<file path="src/rtl/aes_pkg.sv">
// aes_pkg: shared FSM state, column type and GF(2^8) helpers for the MixColumns datapath.
package aes_pkg;
  typedef enum logic [1:0] {IDLE, BUSY, DONE} state_t;
  typedef logic [31:0] col_t;
  function automatic logic [7:0] xtime(input logic [7:0] a);
    return {a[6:0], 1'b0} ^ (a[7] ? 8'h1b : 8'h00);
  endfunction
  function automatic logic [7:0] gf_mul(input logic [7:0] a, input logic [7:0] b);
    logic [7:0] p, x;
    p = '0;
    x = a;
    for (int i = 0; i < 8; i++) begin
      p = b[i] ? p ^ x : p;
      x = xtime(x);
    end
    return p;
  endfunction
endpackage

</file>
<file path="src/rtl/mix_single_column.sv">
// mix_single_column: combinational MixColumns of one 32-bit column (row 0 in the top byte); inverse select only with MIX_COLUMNS_INV_EN.
module mix_single_column
  import aes_pkg::*;
(
  input  col_t col_in,
`ifdef MIX_COLUMNS_INV_EN
  input  logic inv,
`endif
  output col_t col_out
);
  logic [7:0] a0, a1, a2, a3;
  col_t fwd;
  assign {a0, a1, a2, a3} = col_in;
  assign fwd = {xtime(a0) ^ xtime(a1) ^ a1 ^ a2 ^ a3,
                a0 ^ xtime(a1) ^ xtime(a2) ^ a2 ^ a3,
                a0 ^ a1 ^ xtime(a2) ^ xtime(a3) ^ a3,
                xtime(a0) ^ a0 ^ a1 ^ a2 ^ xtime(a3)};
`ifdef MIX_COLUMNS_INV_EN
  col_t bwd;
  assign bwd = {gf_mul(a0, 8'h0e) ^ gf_mul(a1, 8'h0b) ^ gf_mul(a2, 8'h0d) ^ gf_mul(a3, 8'h09),
                gf_mul(a0, 8'h09) ^ gf_mul(a1, 8'h0e) ^ gf_mul(a2, 8'h0b) ^ gf_mul(a3, 8'h0d),
                gf_mul(a0, 8'h0d) ^ gf_mul(a1, 8'h09) ^ gf_mul(a2, 8'h0e) ^ gf_mul(a3, 8'h0b),
                gf_mul(a0, 8'h0b) ^ gf_mul(a1, 8'h0d) ^ gf_mul(a2, 8'h09) ^ gf_mul(a3, 8'h0e)};
  assign col_out = inv ? bwd : fwd;
`else
  assign col_out = fwd;
`endif
endmodule

</file>
<file path="src/rtl/mix_columns_seq.sv">
// mix_columns_seq: sequential AES MixColumns over a 128-bit state, COLS_PER_CYCLE (1/2/4) columns per cycle, valid/ready on both sides; MIX_COLUMNS_INV_EN adds inv_mode.
module mix_columns_seq
  import aes_pkg::*;
#(
  parameter int COLS_PER_CYCLE = 1
) (
  input  logic         clk,
  input  logic         rst_n,
  input  logic         in_valid,
  output logic         in_ready,
  input  logic [127:0] state_in,
`ifdef MIX_COLUMNS_INV_EN
  input  logic         inv_mode,
`endif
  output logic         out_valid,
  input  logic         out_ready,
  output logic [127:0] state_out
);
  localparam int STEPS = 4 / COLS_PER_CYCLE;
  state_t       state;
  logic [1:0]   cnt;
  logic [127:0] buf_q;
  logic [1:0]   col_idx [COLS_PER_CYCLE];
  col_t         mixed [COLS_PER_CYCLE];
`ifdef MIX_COLUMNS_INV_EN
  logic inv_q;
`endif
  assign in_ready  = (state == IDLE) || (state == DONE && out_ready);
  assign state_out = buf_q;
  for (genvar g = 0; g < COLS_PER_CYCLE; g++) begin : g_col
    assign col_idx[g] = 2'(int'(cnt) * COLS_PER_CYCLE + g);
    mix_single_column u_col (
      .col_in (buf_q[col_idx[g]*32 +: 32]),
`ifdef MIX_COLUMNS_INV_EN
      .inv    (inv_q),
`endif
      .col_out(mixed[g])
    );
  end
  always_ff @(posedge clk or negedge rst_n)
    if (!rst_n) begin
      state     <= IDLE;
      cnt       <= '0;
      buf_q     <= '0;
      out_valid <= 1'b0;
`ifdef MIX_COLUMNS_INV_EN
      inv_q     <= 1'b0;
`endif
    end else if (in_valid && in_ready) begin
      state     <= BUSY;
      cnt       <= '0;
      buf_q     <= state_in;
      out_valid <= 1'b0;
`ifdef MIX_COLUMNS_INV_EN
      inv_q     <= inv_mode;
`endif
    end else if (state == BUSY) begin
      for (int i = 0; i < COLS_PER_CYCLE; i++)
        buf_q[col_idx[i]*32 +: 32] <= mixed[i];
      cnt       <= (cnt == 2'(STEPS - 1)) ? 2'd0 : cnt + 2'd1;
      state     <= (cnt == 2'(STEPS - 1)) ? DONE : BUSY;
      out_valid <= (cnt == 2'(STEPS - 1));
    end else if (state == DONE && out_ready) begin
      state     <= IDLE;
      out_valid <= 1'b0;
    end
endmodule
</file>
<file path="config.mk">
export PLATFORM = sky130hd
export DESIGN_NAME = mix_columns_seq
export DESIGN_NICKNAME = d
export VERILOG_FILES = /design/src/rtl/aes_pkg.sv /design/src/rtl/mix_single_column.sv /design/src/rtl/mix_columns_seq.sv
export SDC_FILE = /design/constraint.sdc
export NUM_CORES = 1
export LEC_CHECK = 0
export ABC_AREA = 1
export CORE_UTILIZATION = 30
export DETAILED_ROUTE_END_ITERATION = 8
export HOLD_SLACK_MARGIN = 0.06
export PLACE_DENSITY = 0.62
export SYNTH_ARGS = -nofsm -noshare
export SYNTH_HDL_FRONTEND = slang
export SYNTH_SLANG_ARGS = --single-unit
</file>
<file path="constraint.sdc">
create_clock -name clk -period 3 [get_ports clk]
set_input_delay 0.45 -clock clk [delete_from_list [all_inputs] [get_ports clk]]
set_output_delay 0.45 -clock clk [all_outputs]
set_load 0.02 [all_outputs]
</file>
### After elaboration in Yosys (flattened, before gate mapping)

Cells that the tools add are included.

| cells by class | value |
|---|---|
| multiplexer cells | 17 |
| reductions and logical operators | 6 |
| bitwise gates (word level) | 20 |
| divide/modulo/power cells | 0 |
| add/sub/neg operators | 2 |
| multiply operators | 0 |
| eq/ne operators | 3 |
| order comparisons | 0 |
| shifts and indexed selects | 3 |

Operators by type and width:

| kind | number |
|---|---|
| two-way mux 128 bit | 2 |
| bitwise XOR 8 bit | 19 |
| bitwise mux 128 bit | 1 |
| variable shift 32 x 34 -> 128 bit, first input constant | 1 |
| variable part select 128 x 8 -> 32 bit | 1 |
| variable part select 32 x 34 -> 128 bit | 1 |
| negation 7 -> 34 bit | 1 |
| two-way mux 5 bit | 4 |
| two-way mux 2 bit | 7 |
| bitwise XOR 8 x 5 -> 8 bit | 1 |
| == test 2 bit, second input constant | 2 |
| two-way mux 1 bit | 3 |
| nonzero test 3 bit | 1 |
| adder 2 x 1 -> 2 bit, second input constant | 1 |
| == test 2 x 1 -> 1 bit, second input constant | 1 |
| logical AND 1 bit | 2 |
| logical NOT 2 bit | 1 |
| nonzero test 2 bit | 1 |
| logical OR 1 bit | 1 |

| word-level totals | value |
|---|---|
| flip-flop bits (word level) | 133 |
| memories kept | 0 |
| bits in writable memories | 0 |
| bits in latches | 0 |
| memory bits (read-only) | 0 |
| bits of input ports | 132 |

### Logic depth before layout (Yosys ltp)

Gate-level depths: netlist of the first run.

| logic depth | value |
|---|---|
| depth in word-level cells | 11 |
| mapped depth | 16 |
| depth with buffers taken out | 14 |

### Modules after synthesis

A second synthesis of the first run with hierarchy kept.

| unflattened totals | value |
|---|---|
| cells, all modules | 1788 |
| area total of the unflattened synthesis | 10791.6 µm² |

Modules (own cells, without submodules):

| module | cells each | area each (µm²) | sequential area each (µm²) | times used |
|---|---|---|---|---|
| mix_columns_seq | 1368 | 8918.6 | 3303.2 | 1 |
| mix_single_column | 420 | 1873.0 | 0.0 | 1 |

### Least setup slack after synthesis of the first run

No wires, ideal clock.

| path | value |
|---|---|
| kind | register -> register |
| start point | register cnt[0] |
| end point | register buf_q[14], in the netlist state_out[14] |
| cell stages (with the launch flop) | 11 |
| required time | 2.931 ns |
| period minus slack after synthesis | 2.068 ns |
| data arrival time | 1.999 ns |
| setup slack | 0.932 ns |
| buffers on the path | 4 |
| path through | dfrtp_1 > buf_6 > inv_8 > buf_4 > ha_1 > clkbuf_1 > nand4_1 > inv_2 > buf_4 > nand2_1 > nand3_1 |

| between the ends | value |
|---|---|
| word-level cells in the longest chain between the ends | 11 |
| elaborated cells on any way between the ends | 31 |
| classes of those cells | 1 x add/sub; 3 x shift; 7 x mux; 20 x bitwise |

RTL lines:

| item | line | text |
|---|---|---|
| from (decl) | mix_columns_seq.sv:21 | `logic [1:0] cnt;` |
| from (signal assigned) | mix_columns_seq.sv:60 | `cnt <= (cnt == 2'(STEPS - 1)) ? 2'd0 : cnt + 2'd1;` |
| variable part select 128 x 8 -> 32 bit | mix_columns_seq.sv:33 | `.col_in (buf_q[col_idx[g]*32 +: 32]),` |
| two-way mux 5 bit | aes_pkg.sv:6 | `return {a[6:0], 1'b0} ^ (a[7] ? 8'h1b : 8'h00);` |
| bitwise XOR 8 bit | aes_pkg.sv:6 |  |
| bitwise XOR 8 bit, on equally long branches (4 in series) | mix_single_column.sv:17, mix_single_column.sv:14, mix_single_column.sv:15 |  |
| variable part select 32 x 34 -> 128 bit | mix_columns_seq.sv:59 | `buf_q[col_idx[i]*32 +: 32] <= mixed[i];` |
| bitwise mux 128 bit * | mix_columns_seq.sv:59 |  |
| two-way mux 128 bit * | mix_columns_seq.sv:57 | `end else if (state == BUSY) begin` |
| two-way mux 128 bit * | mix_columns_seq.sv:49 | `end else if (in_valid && in_ready) begin` |
| to (signal assigned) | mix_columns_seq.sv:52 | `buf_q <= state_in;` |
| to (signal, indexed assignment) | mix_columns_seq.sv:59 |  |
| to (decl) | mix_columns_seq.sv:22 | `logic [127:0] buf_q;` |

Mark *: on every way between the ends. The rest lies on a longest branch, timed or not. The select of a mux whose other input is x is not followed.
A chain may end at the register's enable or synchronous reset.

### Worst setup path in the final report of the first run

| path | value |
|---|---|
| start point | register cnt[0] |
| end point | register buf_q[12], in the netlist state_out[12] |

Same word-level chain as after synthesis.

==> flow_summary.toml, run 1 <==
[status]
outcome = "complete, no violations"

[job]
max_cap_viol_count = 0

[yosys]
syn_nets = 1792
synthTopCellsByArea = "nand2_1 35%, dfrtp_1 33%, nand3_1 15%"
synth_area_per_cell_um2 = 5.99
synth_seq_area_share_pct = 33.3
synth_area_leader_cell = "nand2_1"
synth_top_area_share_pct = 34.8
yosysWarningCount = 0
syn_inst = 1656
synth_area_um2 = 9920
yosys.cell_types.count = 28
ys_ff_latch = 132

[grt]
grt_usage_pct = 26.6
grt.overflow.total = 0
grt_pass1_vias = 11228
grt_pass1_wl_um = 67300
antenna_found_initial = 0
grt_max_degree = 69

[cells_and_area]
nets = 2013
multi_input_area_um2 = 5790
drive_gt1_share_pct = 6.09
layout_common_cells = "920 x nand2_1, 290 x nand3_1, 260 x clkdlybuf4s50_1"
syn2layout_area_growth_pct = 36.1
utilization_pct = 41.5
diodes = 0
seqCellArea_um2 = 3310
layout_commonest_cell = "nand2_1"
layout.cells.non_filler = 2331
n_fill_cell = 3425

[routing]
drtAntennaViolNets = 0
firstDrtPassIters = 7
wirelength_um = 44900
via_count = 12075
drt_first_iter_violations = 1441
via_per_inst = 5.18
drc_errors = 0
wl_per_cell_um = 19.3

[floorplan]
coreArea_um2 = 32500
fp.dieH_um = 184
initial_core_util_pct = 30.5
rows = 66
die_w_um = 184
dieArea_um2 = 33800
ios = 262

[worst_hold_path]
worstHoldPathType = "reg -> reg"
min_from = "state[0]$_DFFE_PN0P_"
holdPathStages = 2
min_to = "state[0]$_DFFE_PN0P_"

[setup_path]
r2r_cells = 14
critical-path-max-stage-delay_ns = 0.60
r2r_end = "state_out[12]$_DFFE_PN0P_"
reg2reg_from = "cnt[0]$_DFFE_PN0P_"
cp_data_arrival_time_ns = 2.90
path_buf_inv = 2
crit_path_max_fanout = 67
regToRegSetupSlack_ns = 0.41
crit_chain = "inv_8 > nand2_1 > nand2_1 > nand2_1 > nand2_1 > nand2_1 > nand2_1 > nand2_1 > nand2_1 > inv_1 > nand2_1 > nand2_1 > nand2_1 > nand3_1"
critPathRequiredTime_ns = 3.31
critPathLaunchType = "flip-flop"
end_kind = "flip-flop"
crit_family = "simple AND/OR/NAND/NOR gates"
cp_slowest_cell = "dfrtp_4"
setup.worst_path.start = "cnt[0]$_DFFE_PN0P_"
path_common_cell = "nand2_1"
path_class = "reg -> reg"

[power]
pwr-share-clk_pct = 51.3
p_int_mw = 3.09
swShare_pct = 24.6
ir_drop_uv = 368
power_frac_seq_pct = 43.4
pwr_density_cell_nw_per_um2 = 304
p_leak_nw = 6.91
p_switching_mw = 1.01
combPwrFrac_pct = 5.4

[timing]
maxSlewViolCount = 0
hold_viol = 0
rsz0062_at_grt = "false"
min_period_over_period_pct = 86.2
skew_ns = 0.0150
worst_pin_slew_ns = 0.733
slew_headroom_pct = 51.1
fmax_mhz = 387
setup_viol = 0
fin_setup_tns_ns = 0
fin_crit_ns = 2.59

[cts]
clk_pin_slew_ns = 0.07
cts_buffers = 17
clk_path_buf_depth = 2
cts_tree = "done"
cts_max_level = 4
post_cts_buffers = 0
clock-sinks = 132
insertion_delay_ns = 0.44
root_buffer = "clkbuf_16"

[placement]
port_buffers = 261
placedCellCount = 2299
dp_hpwl_um = 34400
place_congestion = 0.934
[state kept, by name, summed over array words and instances, names as in the netlist]
| register | flops |
|---|---|
| state | 1 |
| out_valid | 1 |
| state_out | 128 |
| cnt | 2 |
[how the worst max path moves through the flow]
stage / end / slack [ns] / cells past startpoint
after floorplan: state_out[14]$_DFFE_PN0P_ / 0.93 / 10
after global placement: state_out[30]$_DFFE_PN0P_ / 0.43 / 10
after detailed placement: state_out[30]$_DFFE_PN0P_ / 0.41 / 9
after CTS: state_out[30]$_DFFE_PN0P_ / 0.43 / 9
after global routing: state_out[49]$_DFFE_PN0P_ / 0.18 / 13
final: state_out[12]$_DFFE_PN0P_ / 0.41 / 14
[worst min-delay path, delay by kind of cell, from the launching register on]
kind,cells,cell delay [ns]
flip-flops,1,0.39
AND/OR/NAND/NOR,2,0.13
[per-layer routing]
metal,up-vias,global-route usage [%],routed length (µm),part of all wire (%)
met1,5687,38.5,19800,44
met3,66,5.29,4470,10
li1,5706,-,-,-
met4,0,6.90,872,1.9
met5,-,0,0,0
met2,616,40.1,19800,44
[cells by family (layout without fill, tap and decap cells)]
logic type	Yosys count	after routing	synth area share [%]
and+or+nand+nor	1312	1312	55.9
buffers and inverters	184	417	8.41
DFF	132	132	33.3
AOI/OAI and AO/OA	17	17	1.16
xor gates and xnor gates	7	7	0.694
adders and majority gates	4	4	0.505
[cell usage after synthesis]
| master | n |
|---|---|
| o211ai_1 | 6 |
| nand2_2 | 29 |
| nand2_1 | 920 |
| inv_1 | 87 |
| nand2_4 | 2 |
| xnor2_2 | 1 |
| nor2_2 | 7 |
| dfrtp_1 | 132 |
| buf_4 | 11 |
| inv_4 | 1 |
| buf_2 | 20 |
| nor2_1 | 7 |
| ha_1 | 4 |
| nand3_2 | 1 |
| o21ai_0 | 5 |
| nand3_1 | 290 |
| a22o_1 | 2 |
| buf_1 | 11 |
| buf_6 | 9 |
| inv_2 | 9 |
| o21bai_1 | 2 |
| nand3b_1 | 6 |
| nand4_1 | 50 |
| inv_8 | 1 |
| clkbuf_1 | 35 |
| a21o_1 | 1 |
| o21ai_1 | 1 |
| xnor2_1 | 6 |
[layout make-up]
cell class / instances / area share (%)
clock buffers: 17 / 3.15
clock inverters: 14 / 1.07
inverters: 98 / 2.82
multi-input cells: 1340 / 42.9
flip-flops and latches: 132 / 24.5
well taps: 442 / 4.10
repair buffers: 288 / 21.5
[stage by stage]
step / area, µm² / power, mW / hold slack [ns] / worst slack [ns]
after floorplan: 9920 / 1.81 / 0.154 / 0.932
after global placement: 12900 / 2.03 / 0.520 / 0.432
after detailed placement: 12900 / 2.04 / 0.523 / 0.408
after CTS: 13500 / 4.12 / 0.544 / 0.425
after global routing: 13500 / 4.21 / 0.557 / 0.180
final: 13500 / 4.10 / 0.547 / 0.415
[power by group through the flow]
stage	logic [mW]	registers [mW]	clock network (mW)
final	0.221	1.78	2.10
after global routing	0.238	1.78	2.20
after CTS	0.225	1.78	2.11
after detailed placement	0.223	1.81	0
after global placement	0.221	1.81	0
after floorplan	0.0000377	1.81	0
[repair_timing]
action,CTS,global route
hold buffers,1,0
resized for setup,0,0
endpoints found under the hold margin,13,0
Note: power is estimated with default switching activity, not from simulation.
==> run 2, diff against run 1 <==
--- a/config.mk
+++ b/config.mk
@@ -9,7 +9,7 @@
 export CORE_UTILIZATION = 30
 export DETAILED_ROUTE_END_ITERATION = 8
 export HOLD_SLACK_MARGIN = 0.06
-export PLACE_DENSITY = 0.62
+export PLACE_DENSITY = 0.64
 export SYNTH_ARGS = -nofsm -noshare
 export SYNTH_HDL_FRONTEND = slang
 export SYNTH_SLANG_ARGS = --single-unit
==> constraint.sdc (replaced) <==
create_clock -name clk -period 2.1 [get_ports clk]
set_input_delay 0.315 -clock clk [delete_from_list [all_inputs] [get_ports clk]]
set_output_delay 0.315 -clock clk [all_outputs]
set_load 0.02 [all_outputs]
==> run 2 against run 1 <==
- worst hold slack worse by 0.11 ns
- setup slack worse by 0.54 ns
- combinational power is 43% higher
- clock-buffer cell count stayed put
- critical path type unchanged
- design area is 27% higher
- critical path depth is 1 higher
- global-route usage is 1.6 points higher
- flip-flop and latch count stayed put
- clock skew is 0.0055 ns higher
- die area stayed put
- via count is 9.4% higher
- the flow now finishes with violations (setup timing)
==> flow_summary.toml, run 2 (synthesis results as in run 1) <==
[status]
outcome = "finished, violations left"
violations = "setup timing"

[placement]
place_congestion = 0.951
port_buffers = 261
placedCellCount = 2389
dp_hpwl_um = 35900
place_ws_ns = -0.329

[floorplan]
initial_core_util_pct = 30.5
rows = 66
coreArea_um2 = 32500
die_w_um = 184
fp.dieH_um = 184
dieArea_um2 = 33800
ios = 262

[grt]
antenna_found_initial = 0
grt_max_degree = 65
grt_usage_pct = 28.2
grt_pass1_vias = 12095
grt_pass1_wl_um = 71600
grt.overflow.total = 0

[setup_path]
end_kind = "flip-flop"
crit_path_max_fanout = 7
critPathRequiredTime_ns = 2.47
cp_data_arrival_time_ns = 2.59
critPathLaunchType = "flip-flop"
path_class = "reg -> reg"

[power]
p_int_mw = 4.45
p_leak_nw = 8.49
combPwrFrac_pct = 5.3
swShare_pct = 25.4
p_switching_mw = 1.51
ir_drop_uv = 556
pwr-share-clk_pct = 52.1
power_frac_seq_pct = 42.6
pwr_density_cell_nw_per_um2 = 348

[timing]
setup_ws_ns = -0.124
slew_headroom_pct = 58.2
rsz0062_at_grt = "true"
hold_viol = 0
fmax_mhz = 450
setup_viol = 89
maxSlewViolCount = 0
min_period_over_period_pct = 106
skew_ns = 0.0205
holdWs_ns = 0.433
fin_crit_ns = 2.22
worst_pin_slew_ns = 0.628

[cells_and_area]
nets = 2166
diodes = 0
layout_commonest_cell = "nand2_1"
layout.cells.non_filler = 2485
drive_gt1_share_pct = 32.4
largest_reg_flops = 128
layout_common_cells = "629 x nand2_1, 259 x clkdlybuf4s50_1, 231 x nand2_2"
syn2layout_area_growth_pct = 72.9
n_fill_cell = 3104

[cts]
cts_max_level = 4
cts_buffers = 17
clk_path_buf_depth = 2
root_buffer = "clkbuf_16"
insertion_delay_ns = 0.44
cts_tree = "done"
clk_pin_slew_ns = 0.07
clock-sinks = 132

[routing]
wirelength_um = 50100
drtAntennaViolNets = 0
drt_first_iter_violations = 1609
via_per_inst = 5.32
wl_per_cell_um = 20.1
via_count = 13209
firstDrtPassIters = 7
drc_errors = 0

[worst_hold_path]
worstHoldPathType = "in -> async"

[job]
max_cap_viol_count = 0
==> run 2: final cells by class <==
class / instances / area [µm²] / share of cell area, %
repair inverters: 3 / 45.0 / 0.263
inverters: 98 / 404 / 2.36
clock buffers: 17 / 425 / 2.48
flip-flops and latches: 132 / 3310 / 19.3
multi-input cells: 1342 / 7680 / 44.8
repair buffers: 436 / 4570 / 26.6
clock inverters: 15 / 163 / 0.948
well taps: 442 / 553 / 3.22
==> run 2: through the flow <==
| stage | util, % | total power, mW | instance area (µm²) | TNS (ns) |
|---|---|---|---|---|
| 2_1_floorplan | - | 2.59 | 9920 | 0 |
| 3_3_place_gp | 42.4 | 2.91 | 13800 | -10.33 |
| 3_5_place_dp | 42.4 | 2.91 | 13800 | -13.61 |
| 4_1_cts | 47.4 | 5.97 | 15400 | -0.495 |
| 5_1_grt | 52.7 | 6.08 | 17200 | -11.68 |
| 6_report | 52.7 | 5.96 | 17200 | -2.80 |
==> run 2: worst paths after layout <==
check	depth (start not counted)	to	slack [ns]	startpoint
worst min-delay path	2	state_out[32]$_DFFE_PN0P_	0.43	rst_n
worst min register to register	2	state_out[71]$_DFFE_PN0P_	0.54	state_out[71]$_DFFE_PN0P_
worst max-delay path	15	state_out[83]$_DFFE_PN0P_	-0.12	cnt[0]$_DFFE_PN0P_
min in group clk	3	state_out[98]$_DFFE_PN0P_	0.44	state_in[98]
worst max register to register	15	state_out[83]$_DFFE_PN0P_	-0.12	cnt[0]$_DFFE_PN0P_
max in group asynchronous	3	state_out[13]$_DFFE_PN0P_	0.97	rst_n
==> run 2: routing by layer <==
metal  vias to the layer above  global-route usage, %  share of wire (%)  wire [µm]
li1                       6046                      -                  -          -
met1                      6246                   40.4                 43      21600
met2                       808                   42.6                 44      22200
met3                       109                   5.13                9.7       4830
met4                         0                   8.93                2.9       1430
met5                         -                      0                  0          0
==> run 2: power by group through the flow <==
stage	clock, mW	combinational, mW	sequential (mW)
after detailed placement	0	0.318	2.59
after floorplan	0	0.0000521	2.59
after global placement	0	0.316	2.59
after global routing	3.20	0.340	2.54
final	3.11	0.315	2.54
after CTS	3.11	0.321	2.54
==> run 2: critical path, cell delays in order (launching register included) <==
cell	delay, ns
dfrtp_4	0.60
buf_12	0.20
inv_12	0.09
clkbuf_16	0.15
nand2_1	0.05
nand3_1	0.08
nand2_2	0.14
nand2_2	0.12
nand2_1	0.08
nand2_1	0.06
nand2_1	0.07
nand2_1	0.08
nand2_2	0.08
nor2_4	0.18
nand2_1	0.08
nand3_1	0.08
==> run 2: what timing repair did <==
| item | 4_1_cts | 5_1_grt |
|---|---|---|
| pin swaps | 41 | 117 |
| hold buffers | 1 | 0 |
| buffers inserted | 21 | 29 |
| resized for setup | 204 | 370 |
| gates cloned | 9 | 5 |
| endpoints found under the setup margin | 129 | 128 |
| endpoints found under the hold margin | 41 | 0 |
